==> config.mk <==
export PLATFORM = sky130hd
export DESIGN_NAME = uart_block_rx
export DESIGN_NICKNAME = d
export VERILOG_FILES = /design/src/rtl/uart_pkg.sv /design/src/rtl/uart_rx_byte.sv /design/src/rtl/uart_block_rx.sv
export SDC_FILE = /design/constraint.sdc
export NUM_CORES = 1
export LEC_CHECK = 0
export CAP_MARGIN = 20
export CORE_ASPECT_RATIO = 0.9
export CORE_MARGIN = 3
export CORE_UTILIZATION = 37
export DETAILED_ROUTE_END_ITERATION = 6
export DONT_BUFFER_PORTS = 1
export PLACE_DENSITY = 0.59
export SKIP_LAST_GASP = 1
export SLEW_MARGIN = 15
export SYNTH_ARGS = -nofsm -noshare
export SYNTH_HDL_FRONTEND = slang
export SYNTH_HIERARCHICAL = 1
export SYNTH_SLANG_ARGS = --single-unit
==> constraint.sdc <==
create_clock -name clk -period 11.9 [get_ports clk]
set_clock_uncertainty 0.05 [all_clocks]
set_input_delay 2.38 -clock clk [delete_from_list [all_inputs] [get_ports clk]]
set_output_delay 2.38 -clock clk [all_outputs]
set_load 0.01 [all_outputs]
==> src/rtl/uart_pkg.sv <==
// uart_pkg: shared constants and bit-FSM state encoding for the UART block
// receiver (uart_rx_byte, uart_block_rx).
//   BLOCK_BYTES           bytes per assembled plaintext block
//   DEFAULT_CLOCK_PER_BIT clk cycles per bit (100 MHz / 9600 baud)
//   state_t               receive FSM states; PARITY is only entered when
//                         UART_RX_PARITY_EN is defined
package uart_pkg;

  localparam int BLOCK_BYTES           = 16;
  localparam int DEFAULT_CLOCK_PER_BIT = 10417;

  typedef enum logic [2:0] {
    IDLE      = 3'd0,
    START     = 3'd1,
    DATA      = 3'd2,
    PARITY    = 3'd3,
    STOP      = 3'd4,
    WAIT_HIGH = 3'd5
  } state_t;

endpackage

==> src/rtl/uart_rx_byte.sv <==
// uart_rx_byte: 2-flop synchroniser plus bit-level FSM that turns one UART
// frame into a byte.
// Optional feature: macro UART_RX_PARITY_EN adds an even-parity bit after
// data bit 7 (PARITY state); without it the frame is pure 8N1.
// Ports:
//   clk, rst    system clock, async active-high reset
//   rx          raw serial line (idles high)
//   byte_data   last received byte (LSB received first)
//   byte_valid  1-cycle strobe: byte_data holds a well-framed byte
//   byte_err    1-cycle strobe: byte rejected (stop bit 0 or parity error)
//   start_det   1-cycle strobe: falling edge seen in IDLE
//   state       current FSM state (state_t encoding) for observation
// Handshake: byte_valid/byte_err/start_det are strobes with no ready;
// the consumer must act on them in the cycle they are high.
module uart_rx_byte
  import uart_pkg::*;
#(
  parameter int CLOCK_PER_BIT = DEFAULT_CLOCK_PER_BIT
) (
  input  logic       clk,
  input  logic       rst,
  input  logic       rx,
  output logic [7:0] byte_data,
  output logic       byte_valid,
  output logic       byte_err,
  output logic       start_det,
  output logic [2:0] state
);

  localparam int CW = $clog2(CLOCK_PER_BIT) + 1;
  localparam logic [CW-1:0] HALF_LAST = CW'(CLOCK_PER_BIT / 2 - 1);
  localparam logic [CW-1:0] BIT_LAST  = CW'(CLOCK_PER_BIT - 1);

  logic rx_m, rx_s, rx_p;
  logic fall;

  state_t        state_q, state_d;
  logic [CW-1:0] cnt_q, cnt_d;
  logic [2:0]    idx_q, idx_d;
  logic [7:0]    shift_q, shift_d;
`ifdef UART_RX_PARITY_EN
  logic          par_err_q, par_err_d;
`endif

  // Synchroniser and previous-value flop reset high so reset release
  // never looks like a start edge.
  always_ff @(posedge clk or posedge rst) begin
    if (rst) begin
      rx_m <= 1'b1;
      rx_s <= 1'b1;
      rx_p <= 1'b1;
    end else begin
      rx_m <= rx;
      rx_s <= rx_m;
      rx_p <= rx_s;
    end
  end

  assign fall = rx_p & ~rx_s;

  always_ff @(posedge clk or posedge rst) begin
    if (rst) begin
      state_q   <= IDLE;
      cnt_q     <= '0;
      idx_q     <= '0;
      shift_q   <= '0;
`ifdef UART_RX_PARITY_EN
      par_err_q <= 1'b0;
`endif
    end else begin
      state_q   <= state_d;
      cnt_q     <= cnt_d;
      idx_q     <= idx_d;
      shift_q   <= shift_d;
`ifdef UART_RX_PARITY_EN
      par_err_q <= par_err_d;
`endif
    end
  end

  always_comb begin
    state_d    = state_q;
    cnt_d      = cnt_q;
    idx_d      = idx_q;
    shift_d    = shift_q;
    byte_valid = 1'b0;
    byte_err   = 1'b0;
    start_det  = 1'b0;
`ifdef UART_RX_PARITY_EN
    par_err_d  = par_err_q;
`endif
    case (state_q)
      IDLE: begin
        if (fall) begin
          start_det = 1'b1;
          state_d   = START;
          cnt_d     = '0;
          idx_d     = '0;
`ifdef UART_RX_PARITY_EN
          par_err_d = 1'b0;
`endif
        end
      end
      START: begin
        // Mid-start-bit check: a line back high here was only a glitch.
        if (cnt_q == HALF_LAST) begin
          cnt_d   = '0;
          state_d = rx_s ? IDLE : DATA;
        end else begin
          cnt_d = cnt_q + 1'b1;
        end
      end
      DATA: begin
        if (cnt_q == BIT_LAST) begin
          cnt_d   = '0;
          shift_d = {rx_s, shift_q[7:1]};
          idx_d   = idx_q + 1'b1;
          if (idx_q == 3'd7) begin
`ifdef UART_RX_PARITY_EN
            state_d = PARITY;
`else
            state_d = STOP;
`endif
          end
        end else begin
          cnt_d = cnt_q + 1'b1;
        end
      end
`ifdef UART_RX_PARITY_EN
      PARITY: begin
        // Even parity: data ones plus parity bit must be even.
        if (cnt_q == BIT_LAST) begin
          cnt_d     = '0;
          par_err_d = (^shift_q) ^ rx_s;
          state_d   = STOP;
        end else begin
          cnt_d = cnt_q + 1'b1;
        end
      end
`endif
      STOP: begin
        if (cnt_q == BIT_LAST) begin
          cnt_d = '0;
          if (rx_s) begin
`ifdef UART_RX_PARITY_EN
            byte_valid = ~par_err_q;
            byte_err   = par_err_q;
`else
            byte_valid = 1'b1;
`endif
            state_d = IDLE;
          end else begin
            byte_err = 1'b1;
            state_d  = WAIT_HIGH;
          end
        end else begin
          cnt_d = cnt_q + 1'b1;
        end
      end
      WAIT_HIGH: begin
        // A held-low (break) line must return high before a new start.
        if (rx_s) state_d = IDLE;
      end
      default: state_d = IDLE;
    endcase
  end

  assign byte_data = shift_q;
  assign state     = state_q;

endmodule

==> src/rtl/uart_block_rx.sv <==
// uart_block_rx: assembles 16 UART bytes into one 128-bit plaintext block
// for the encrypt stage. Partial blocks are dropped after an idle timeout.
// Optional feature: macro UART_RX_PARITY_EN (even parity, see uart_rx_byte).
// Ports:
//   clk, rst    system clock, async active-high reset
//   rx          raw serial line (idles high)
//   data        last complete block, first byte in [127:120]
//   data_state  1-cycle strobe: data holds a new block (no backpressure)
//   frame_err   1-cycle strobe: a byte was rejected
//   timeout     1-cycle strobe: partial block discarded
//   byte_cnt    bytes accepted into the current block, 0..15
module uart_block_rx
  import uart_pkg::*;
#(
  parameter int CLOCK_PER_BIT = DEFAULT_CLOCK_PER_BIT,
  parameter int TIMEOUT_BITS  = 160
) (
  input  logic         clk,
  input  logic         rst,
  input  logic         rx,
  output logic [127:0] data,
  output logic         data_state,
  output logic         frame_err,
  output logic         timeout,
  output logic [4:0]   byte_cnt
);

  localparam int TO_CYCLES = TIMEOUT_BITS * CLOCK_PER_BIT;
  localparam int TW        = $clog2(TO_CYCLES) + 1;
  localparam logic [TW-1:0] TO_LAST   = TW'(TO_CYCLES - 1);
  localparam logic [4:0]    LAST_BYTE = 5'(BLOCK_BYTES - 1);

  logic [7:0]    byte_data;
  logic          byte_valid, byte_err, start_det;
  logic [2:0]    rx_state;
  logic [119:0]  block_q;    // the first 15 bytes; the 16th joins on load
  logic [TW-1:0] tcnt_q;
  logic          counting, expire;

  uart_rx_byte #(
    .CLOCK_PER_BIT(CLOCK_PER_BIT)
  ) u_rx_byte (
    .clk       (clk),
    .rst       (rst),
    .rx        (rx),
    .byte_data (byte_data),
    .byte_valid(byte_valid),
    .byte_err  (byte_err),
    .start_det (start_det),
    .state     (rx_state)
  );

  // Idle timer only runs between bytes of a partially filled block.
  assign counting = (byte_cnt != 5'd0) && (rx_state == IDLE);
  // Expiry ignores start_det so a start edge in the expiry cycle still
  // discards the old block and begins a fresh one.
  assign expire   = counting && (tcnt_q == TO_LAST);

  always_ff @(posedge clk or posedge rst) begin
    if (rst) begin
      data       <= '0;
      data_state <= 1'b0;
      frame_err  <= 1'b0;
      timeout    <= 1'b0;
      byte_cnt   <= '0;
      block_q    <= '0;
      tcnt_q     <= '0;
    end else begin
      data_state <= 1'b0;
      frame_err  <= byte_err;
      timeout    <= 1'b0;

      if (expire) begin
        byte_cnt <= '0;
        block_q  <= '0;
        timeout  <= 1'b1;
        tcnt_q   <= '0;
      end else if (start_det) begin
        tcnt_q <= '0;
      end else if (counting) begin
        tcnt_q <= tcnt_q + 1'b1;
      end

      // byte_valid only occurs in STOP, so it never coincides with expire.
      if (byte_valid) begin
        if (byte_cnt == LAST_BYTE) begin
          data       <= {block_q, byte_data};
          data_state <= 1'b1;
          byte_cnt   <= '0;
          block_q    <= '0;
        end else begin
          block_q  <= {block_q[111:0], byte_data};
          byte_cnt <= byte_cnt + 1'b1;
        end
      end
    end
  end

endmodule
* After elaboration in Yosys (flattened, before gate mapping) *
Index checks and enable logic that the tools add are counted.

storage, ports and cells
  output and inout port bits = 136
  word-level logic and storage cells = 85
  bits of input ports = 3
  register bits after elaboration = 310

operators by class
  muxes and demuxes = 36
  reduce and logical (&&, ||, !) cells = 14
  $add $sub $neg = 4
  equal/unequal tests = 15
  bitwise operators = 2

operators by type and width
  cell                     count
  $mux W120                3
  $mux W22                 3
  $mux W15                 3
  $pmux W15 S3             1
  $mux W3                  9
  $add A22 B1 Y22 const B  1
  $eq A22 B21 Y1 const B   1
  $add A15 B1 Y15 const B  1
  $eq A15 B13 Y1 const B   1
  $eq A15 B14 Y1 const B   1
  $mux W5                  3
  $pmux W3 S5              1
  $ne A2 B1 Y1 const B     6
  $mux W1                  11
  $eq A3 B3 Y1 const B     3
  $pmux W3 S2              1
  $reduce_and A2 Y1        3
  $reduce_and A6 Y1        1
  $reduce_bool A3 Y1       2
  $add A5 B1 Y5 const B    1
  $eq A5 B4 Y1 const B     1
  $reduce_bool A5 Y1       1
  $reduce_bool A2 Y1       2
  $add A3 B1 Y3 const B    1
  other kinds (9)          10

* Logic depth before layout (Yosys ltp) *
Gate-level depths: netlist of run 1.

  word-level depth = 6
  gate-level depth with buffers = 12
  gate-level depth less buffers = 9

* Cells and area by module *
The synthesis of run 1 kept the hierarchy.

by module, submodules not included
  module         times used  sequential area each (µm²)  cells each  area an instance (µm²)
  uart_block_rx  1           6956.7                      729         10696.5
  uart_rx_byte   1           804.5                       171         1764.2

* Least setup slack after synthesis of run 1 *
No wires, ideal clock.

  kind = reg-to-reg
  from = register u_rx_byte.cnt_q[3]
  to = register data[100]
  library setup time = 0.125 ns
  stages on the path, launching flop included = 11
  data arrival time = 2.883 ns
  slack = 8.842 ns
  path buffers = 3
  period minus slack after synthesis = 3.058 ns
  required time = 11.725 ns
  path through = dfrtp_1 -> or4b_1 -> nor4_4 -> nand3b_1 -> nor3b_1 -> clkbuf_1 -> inv_1 -> nor3_1 -> clkbuf_1 -> buf_2 -> mux2_2

between the ends
  longest elaborated chain between the ends = 4

RTL lines
  item                         line                 source
  start, declared              uart_rx_byte.sv:38   logic [CW-1:0] cnt_q, cnt_d;
  start signal, assigned       uart_rx_byte.sv:72   cnt_q <= cnt_d;
  $eq A15 B14 Y1               uart_rx_byte.sv:142  if (cnt_q == BIT_LAST) begin
  $mux W1                      uart_rx_byte.sv:142
  $mux W1                      uart_rx_byte.sv:92   case (state_q)
  named net byte_valid         uart_block_rx.sv:34  logic byte_valid, byte_err, start_det;
  $reduce_and A2 Y1 (no line)  -
  end signal, assigned         uart_block_rx.sv:87  data <= {block_q, byte_data};
  end, declared                uart_block_rx.sv:21  output logic [127:0] data,

The timed path passes the listed nets, and every way through them passes these cells.
A chain may end at the register's enable or synchronous reset.

* Final worst setup path of run 1 *
  from = register u_rx_byte.cnt_q[0]
  to = register data[90]

The elaborated chain is that of the path after synthesis.

==> impl_results.md, run 1 <==
* Result of the run: completed
* Die height at 180.1 um
* Routability congestion estimate at 0.8050
* Post-detailed-route via-to-cell ratio at 5.500
* Dominant combinational cell family by area after synthesis: multiplexers
* CP Data Arrival Time at 4.80 ns
* RSZ-0062 raised after global routing: no
* Maximum clock frequency at 0.2234 GHz
* Area fraction in and, or, nand and nor cells after synthesis at 7.481%
* EDFF count, synth at 0
* Share of synthesized cell area in full adder, half adder and majority cells at 0.7029%
* Fraction of synthesized cell area taken by the top area cell type at 61.65%
* Utilization after layout at 42.39%
* Final min period at 4.475 ns
* TritonCTS clock tree: yes
* Max Cap Violations at 0
* Proportion of synthesized area in mux cells at 12.96%
* Clock-pin slew on the worst setup and hold paths at 0.06 ns
* Synth Register Bits at 310
* Mean area per synthesized cell at 13.85 sq um
* Met2 track demand over resource in global routing at 22.09%
* Post-DR wirelength/cell at 19.81 um
* Final-report max-slew violation count at 0
* Synthesized netlist net count at 910
* Post-cts resize count at 0
* Final Routed Wirelength at 26.46 mm
* Register area share after synthesis at 62.29%
* Slowest cell on the critical path: sky130_fd_sc_hd__buf_4
* Worst-case clock buffer depth at 3
* Slowest stage delay, CP at 0.79 ns
* Final hold viol count at 0
* Top area cells in the synthesized netlist: sky130_fd_sc_hd__dfrtp_1, sky130_fd_sc_hd__mux2_2, sky130_fd_sc_hd__a22o_1
* Layout cells sized above 1 at 24.40%
* Initial cell density of the core at 37.64%
* Max-slew headroom at 30.61%
* Most Used Layer, Global Route: met2
* Sum of overflow across all layers after global routing at 0
* Via count of the routed design at 7348
* Leakage power figure at 6.623 nW
* Setup violations, final at 0
* Syn Inst Count at 900
* Data required time at the worst endpoint at 12.23 ns
* Commonest non-fill, non-tap cell in the layout: sky130_fd_sc_hd__dfrtp_1
* Master cell of the clock root buffer: sky130_fd_sc_hd__clkbuf_16
* Number of hold buffers added after CTS at 0
* Port buffer count at 0
* Number of cells traversed by the worst hold path at 0
* Initial antenna violation count at 0
* Number of warnings reported in the yosys synthesis log at 6
* Maximum number of pins on one net before global-route repair at 125
* Clock latency on the worst-skew pair at 0.50 ns
* CTS Buf Count at 34
* Post-CTS setup buffer count at 0
* Endpoint type of the worst setup path: register
* Global router's overall resource usage at 14.68%
* Post-synthesis share of cell area spent on xor and xnor gates at 0.6326%
* Element type at the critical path start: register
* Cell class contributing the biggest share of worst-path delay: simple AND/OR/NAND/NOR gates
* Worst reg2reg startpoint: u_rx_byte/cnt_q[0]
* Post-route fraction of the period consumed by the critical path at 37.61%
* Via count of the first global-routing pass at 7369
* N_diodes at 0
* Hold EP: u_rx_byte/rx_s
* Type of the worst setup path: reg2reg
* Placed wire-length estimate at 16.22 mm
* R2r endpoint: data[90]
* Tightest Hold Check Type: reg2reg
* Violation count after the first detailed-routing iteration at 452
* Sinks on the clock net at 310
* Critical Path Fanout Max at 68
* Compound-Gate Fraction of Synth Area at 12.84%
* Post-synth top area cell: sky130_fd_sc_hd__dfrtp_1
* Max IR drop VDD at 0.09029 mV
* Areal power density over the cells at 168.3 nW/um^2
* Count of pins on the block boundary at 139
* # rows at 63
* Global-route wire length before repair at 43.04 mm
* Met1 layer usage reported by global route at 20.72%
* Worst R2R Path Depth at 11
* Total Neg Setup Slack at 0 ns
* Placeable Area at 33110 sq um
* Die X-Extent at 199.4 um
* Die ar. at 35920 sq um
* Synth unique cells at 66
* Total standard cell area after synthesis at 12460 sq um
* Total iterations of the first detailed-routing run at 4
* Measured slew at the worst slew-check pin at 1.041 ns
* Flip-flop cell with the highest count after synthesis: sky130_fd_sc_hd__dfrtp_1
* Buffer and inverter count on the worst path at 4
* Worst hold start: u_rx_byte/rx_m
* CP startpoint: u_rx_byte/cnt_q[0]
* Commonest cells after routing, fill and taps aside: sky130_fd_sc_hd__dfrtp_1, sky130_fd_sc_hd__mux2_2, sky130_fd_sc_hd__a22o_1
* Number of nets at the end of the flow at 899
* Worst path cell trace: inv_1, ha_1, nand4bb_1, nor4_4, nand3b_1, nor3b_1, inv_1, nor3_2, buf_4, buf_4, mux2_2
* Post-route antenna net violation count at 0
* Internal reg-to-reg setup slack at 7.42 ns
* Drc violations at 0
* Met3 usage at 4.879%
* Share of synthesized flip-flops with an asynchronous set or reset at 100.0%
* Max H-tree Level at 2
* Area grow syn2layout at 12.63%
[per-layer routing]
| metal | part of all wire [%] | wire length [um] |
|---|---|---|
| met1 | 45 | 11950 |
| met2 | 46 | 12170 |
| met3 | 7.2 | 1912 |
| met4 | 1.6 | 434 |
| met5 | 0 | 0 |
[logic make-up after synthesis]
kind of cell	count (synthesis)
adder cells (fa/ha/maj)	7
buffers and inverters	75
multiplexers	144
AND/OR/NAND/NOR	154
XOR/XNOR	9
AO/OA/AOI/OAI	201
flip-flops	310
[per-stage QoR]
| step | area, sq um | std cells | hold slack (ns) | setup slack (ns) | power [W] |
|---|---|---|---|---|---|
| after floorplan | 12460 | 900 | 0.2952 | 1.805 | 0.001223 |
| after global placement | 12760 | 1273 | 0.2968 | 7.462 | 0.001252 |
| after detailed placement | 12760 | 1273 | 0.2975 | 7.398 | 0.001255 |
| after CTS | 13980 | 1334 | 0.3065 | 7.394 | 0.002396 |
| after global routing | 14030 | 1336 | 0.3141 | 7.032 | 0.002461 |
| final | 14030 | 1336 | 0.3060 | 7.425 | 0.002363 |
[where the power goes]
group          internal (W)  leakage (nW)  switching [W]  total, W
Clock              0.000710         0.602       0.000416   0.00113
Combinational     0.0000449          1.71       0.000102  0.000147
Sequential          0.00107          4.31      0.0000234   0.00109
[worst reg2reg max path, cell delays in order (launching register included)]
cell	delay [ns]
sky130_fd_sc_hd__dfrtp_1	0.42
sky130_fd_sc_hd__inv_1	0.08
sky130_fd_sc_hd__ha_1	0.14
sky130_fd_sc_hd__nand4bb_1	0.24
sky130_fd_sc_hd__nor4_4	0.39
sky130_fd_sc_hd__nand3b_1	0.14
sky130_fd_sc_hd__nor3b_1	0.72
sky130_fd_sc_hd__inv_1	0.19
sky130_fd_sc_hd__nor3_2	0.24
sky130_fd_sc_hd__buf_4	0.45
sky130_fd_sc_hd__buf_4	0.82
sky130_fd_sc_hd__mux2_2	0.48
[layout make-up]
| class | count | area [sq um] |
|---|---|---|
| clock inverters | 14 | 200.2 |
| repair buffers | 11 | 122.6 |
| clock buffers | 47 | 1023 |
| fillers | 3060 | 19070 |
| inverters | 17 | 71.32 |
| multi-input cells | 515 | 4328 |
| flip-flops and latches | 310 | 7761 |
| well taps | 422 | 528.0 |
[cells in the mapped netlist (5+ instances only)]
cell type / instances
sky130_fd_sc_hd__nor3_1: 8
sky130_fd_sc_hd__o21ai_1: 5
sky130_fd_sc_hd__a21oi_1: 17
sky130_fd_sc_hd__mux2_1: 7
sky130_fd_sc_hd__or4_1: 7
sky130_fd_sc_hd__nand3_1: 22
sky130_fd_sc_hd__nand4_1: 11
sky130_fd_sc_hd__xnor2_1: 5
sky130_fd_sc_hd__and3_1: 5
sky130_fd_sc_hd__nor4b_1: 5
sky130_fd_sc_hd__buf_2: 20
sky130_fd_sc_hd__a31oi_1: 12
sky130_fd_sc_hd__o21ai_0: 9
sky130_fd_sc_hd__dfrtp_1: 307
sky130_fd_sc_hd__nand2_1: 31
sky130_fd_sc_hd__ha_1: 7
sky130_fd_sc_hd__or3_1: 7
sky130_fd_sc_hd__mux2i_1: 5
sky130_fd_sc_hd__nor2_1: 19
sky130_fd_sc_hd__clkbuf_1: 27
sky130_fd_sc_hd__nor4_1: 6
sky130_fd_sc_hd__inv_1: 17
sky130_fd_sc_hd__buf_6: 10
sky130_fd_sc_hd__mux2_2: 132
sky130_fd_sc_hd__o31ai_1: 11
sky130_fd_sc_hd__a22o_1: 123
[worst max-delay path by stage]
stage / end / slack (ns) / cells after the start
floorplan: block_q[0] / 1.80 / 1
global placement: data[89] / 7.46 / 11
detailed placement: data[90] / 7.40 / 9
CTS: data[97] / 7.39 / 9
global route: data[97] / 7.03 / 11
finish: data[90] / 7.42 / 11
[flip-flops by register name, indices dropped and copies added, names as in the netlist]
register	cells
u_rx_byte/rx_s	1
u_rx_byte/byte_data	8
u_rx_byte/rx_m	1
u_rx_byte/idx_q	3
u_rx_byte/state	3
block_q	120
data_state	1
frame_err	1
data	128
tcnt_q	22
u_rx_byte/rx_p	1
u_rx_byte/cnt_q	15
byte_cnt	5
timeout	1
Note: power is estimated with default switching activity, not from simulation.
==> run 2: changes to the inputs <==
--- a/config.mk
+++ b/config.mk
@@ -5,6 +5,7 @@
 export SDC_FILE = /design/constraint.sdc
 export NUM_CORES = 1
 export LEC_CHECK = 0
+export ABC_AREA = 1
 export CAP_MARGIN = 20
 export CORE_ASPECT_RATIO = 0.9
 export CORE_MARGIN = 3
==> constraint.sdc (replaced) <==
create_clock -name clk -period 4.6 [get_ports clk]
set_clock_uncertainty 0.05 [all_clocks]
set_input_delay 0.92 -clock clk [delete_from_list [all_inputs] [get_ports clk]]
set_output_delay 0.92 -clock clk [all_outputs]
set_load 0.01 [all_outputs]
==> impl_results.md, run 2 <==
* Synth unique cells at 36 (-45%)
* Final hold viol count at 0 (unchanged)
* Synth Register Bits at 310 (unchanged)
* Setup slack after layout at 1.076 ns (-6.349 ns)
* Syn Inst Count at 1596 (+77%)
* Area grow syn2layout at 10.10%
* Routability congestion estimate at 0.8782 (+9.1%)
* Initial antenna violation count at 0 (unchanged)
* Clock-pin slew on the worst setup and hold paths at 0.05 ns (about the same)
* Commonest cells after routing, fill and taps aside: sky130_fd_sc_hd__nand2_1, sky130_fd_sc_hd__dfrtp_1, sky130_fd_sc_hd__nand3_1
* Largest reg by FF count: data
* Die height at 187.0 um (+3.8%)
* Sinks on the clock net at 310 (unchanged)
* Number of warnings reported in the yosys synthesis log at 6 (unchanged)
* CP Data Arrival Time at 3.93 ns (-0.87 ns)
* Internal reg-to-reg setup slack at 1.08 ns (-6.35 ns)
* Fraction of synthesized cell area taken by the top area cell type at 57.06% (-4.6 points)
* Post-detailed-route via-to-cell ratio at 4.931 (-10%)
* Final min period at 3.524 ns (-0.9510 ns)
* Type of the worst setup path: reg2reg
* Dpl ws at 0.9880 ns (-6.410 ns)
* Flip-flop count of the largest register, all copies and words added at 128 (unchanged)
* Violation count after the first detailed-routing iteration at 909 (+100%)
* Post-route fraction of the period consumed by the critical path at 76.62% (+39 points)
* Total standard cell area after synthesis at 13460 sq um (+8.0%)
* Worst-case clock buffer depth at 3 (unchanged)
* Max IR drop VDD at 0.2207 mV (+140%)
* Worst R2R Path Depth at 12 (+1)
* Flip-flop cell with the highest count after synthesis: sky130_fd_sc_hd__dfrtp_1
* Sum of overflow across all layers after global routing at 0 (unchanged)
* Setup violations, final at 0 (unchanged)
* Worst reg2reg startpoint: u_rx_byte/cnt_q[0]
* Areal power density over the cells at 408.0 nW/um^2 (+140%)
* Register area share after synthesis at 57.65% (-4.6 points)
* Max Cap Violations at 0 (unchanged)
* Placed wire-length estimate at 21.12 mm (+30%)
* Maximum clock frequency at 0.2837 GHz (+27%)
* N_diodes at 0 (unchanged)
* Via count of the routed design at 10148 (+38%)
* Die X-Extent at 207.1 um (+3.8%)
* Synthesized netlist net count at 1606 (+76%)
* Final Routed Wirelength at 33.01 mm (+25%)
* Placeable Area at 35460 sq um (+7.1%)
* Last element of the critical path: data[3]
* Maximum number of pins on one net before global-route repair at 128 (+2.4%)
* TritonCTS clock tree: yes
* Post-cts resize count at 0 (unchanged)
* Leakage power figure at 8.045 nW (+21%)
* Die ar. at 38710 sq um (+7.8%)
* Number of hold buffers added after CTS at 0 (unchanged)
* Endpoint type of the worst setup path: register
* Global-route wire length before repair at 54.89 mm (+28%)
* RSZ-0062 raised after global routing: no
* Post-CTS setup buffer count at 0 (unchanged)
* Critical Path Fanout Max at 91 (+34%)
* Share of synthesized flip-flops with an asynchronous set or reset at 100.0% (unchanged)
* R2r endpoint: data[3]
* CTS Buf Count at 35 (+2.9%)
* Most frequent cells after synthesis: sky130_fd_sc_hd__nand2_1, sky130_fd_sc_hd__dfrtp_1, sky130_fd_sc_hd__nand3_1, sky130_fd_sc_hd__nor2_1, sky130_fd_sc_hd__inv_1
* Mean area per synthesized cell at 8.435 sq um (-39%)
* CP startpoint: u_rx_byte/cnt_q[0]
* Most frequent cell after synthesis: sky130_fd_sc_hd__nand2_1
* Post-route antenna net violation count at 0 (unchanged)
* Total iterations of the first detailed-routing run at 5 (+1)
* Global router's overall resource usage at 17.04% (+2.4 points)
* Final-report max-slew violation count at 0 (unchanged)
* # rows at 65 (+3.2%)
* Final hold slack at 0.3116 ns (+0.005591 ns)
* Element type at the critical path start: register
* # fillers at 3612 (+18%)
* Measured slew at the worst slew-check pin at 1.032 ns (-0.009171 ns)
* Count of pins on the block boundary at 139 (unchanged)
* Number of nets at the end of the flow at 1577 (+75%)
* Top area cells in the synthesized netlist: sky130_fd_sc_hd__dfrtp_1, sky130_fd_sc_hd__nand2_1, sky130_fd_sc_hd__nand3_1
* Data required time at the worst endpoint at 5.00 ns (-7.23 ns)
* Clock latency on the worst-skew pair at 0.53 ns (+0.03 ns)
* Drc violations at 0 (unchanged)
* Max H-tree Level at 2 (unchanged)
* Largest registers: data x128, block_q x120, tcnt_q x22
* Commonest non-fill, non-tap cell in the layout: sky130_fd_sc_hd__nand2_1
* Max-slew headroom at 31.22% (+0.61 points)
* Post-DR wirelength/cell at 16.04 um (-19%)
* Post-synth top area cell: sky130_fd_sc_hd__dfrtp_1
* EDFF count, synth at 0 (unchanged)
* Master cell of the clock root buffer: sky130_fd_sc_hd__clkbuf_16
* Tightest Hold Check Type: reg2reg
* Via count of the first global-routing pass at 9754 (+32%)
* Port buffer count at 0 (unchanged)
* Result of the run: completed
* Initial cell density of the core at 37.97% (+0.33 points)
* Layout cells sized above 1 at 7.804% (-17 points)
-- run 2: routing by layer --
layer | vias up | share of wire (%) | global-route usage, % | routed length (um)
li1 | 4948 | - | - | -
met1 | 4916 | 47 | 24.76 | 15610
met2 | 239 | 44 | 25.27 | 14600
met3 | 45 | 6.4 | 4.561 | 2101
met4 | 0 | 2.1 | 4.646 | 706
met5 | - | 0 | 0 | 0
-- run 2: kinds of logic (layout without fill, tap and decap cells) --
family                     Yosys count  in the layout  share of synthesized area [%]
AOI/OAI and AO/OA                   35             35                          1.747
xor gates and xnor gates             8              8                         0.5205
adders and majority gates            7              7                         0.6505
buffers and inverters              152            145                          5.688
DFF                                310            310                          57.65
and+or+nand+nor                   1084           1084                          33.75
-- run 2: how the worst min path moves through the flow --
stage / depth (start not counted) / startpoint / slack, ns / end
after global placement: 0 / u_rx_byte/rx_m / 0.30 / u_rx_byte/rx_s
after floorplan: 0 / u_rx_byte/rx_m / 0.30 / u_rx_byte/rx_s
after global routing: 0 / u_rx_byte/rx_m / 0.32 / u_rx_byte/rx_s
final: 0 / u_rx_byte/rx_m / 0.31 / u_rx_byte/rx_s
after CTS: 0 / u_rx_byte/rx_m / 0.31 / u_rx_byte/rx_s
after detailed placement: 0 / u_rx_byte/rx_m / 0.30 / u_rx_byte/rx_s
-- run 2: power breakdown --
group | total, W | switching, W | internal, W
Sequential | 0.00281 | 0.0000530 | 0.00276
Combinational | 0.000510 | 0.000379 | 0.000132
Clock | 0.00273 | 0.00110 | 0.00162
-- run 2: worst max-delay path, stage by stage (launching register included) --
cell and delay [ns]:
sky130_fd_sc_hd__dfrtp_1 0.41, sky130_fd_sc_hd__inv_1 0.12, sky130_fd_sc_hd__ha_1 0.22, sky130_fd_sc_hd__nand3_1 0.09
sky130_fd_sc_hd__nor2_1 0.17, sky130_fd_sc_hd__nand2_1 0.11, sky130_fd_sc_hd__nor3_1 0.17, sky130_fd_sc_hd__buf_4 0.19
sky130_fd_sc_hd__nand2_4 0.45, sky130_fd_sc_hd__inv_4 0.91, sky130_fd_sc_hd__buf_4 0.39, sky130_fd_sc_hd__nand2_1 0.08
sky130_fd_sc_hd__nand2_1 0.07
-- run 2: layout make-up --
class,instances,area [sq um],share of cell area (%)
inverters,74,289.0,1.950
multi-input cells,1134,4962,33.48
flip-flops and latches,310,7761,52.36
clock inverters,11,141.4,0.9538
repair buffers,12,127.6,0.8610
well taps,469,586.8,3.959
clock buffers,48,954.7,6.440
-- run 2: per-stage QoR --
stage	instance area, sq um	setup TNS [ns]	utilization [%]	total power (W)	std cells
after floorplan	13470	-13.72	-	0.003286	1596
after global placement	13720	0	38.69	0.003365	1999
after detailed placement	13730	0	38.71	0.003381	1999
after CTS	14820	0	41.80	0.006128	2058
after global routing	14820	0	41.80	0.006311	2058
final	14820	0	41.80	0.006048	2058
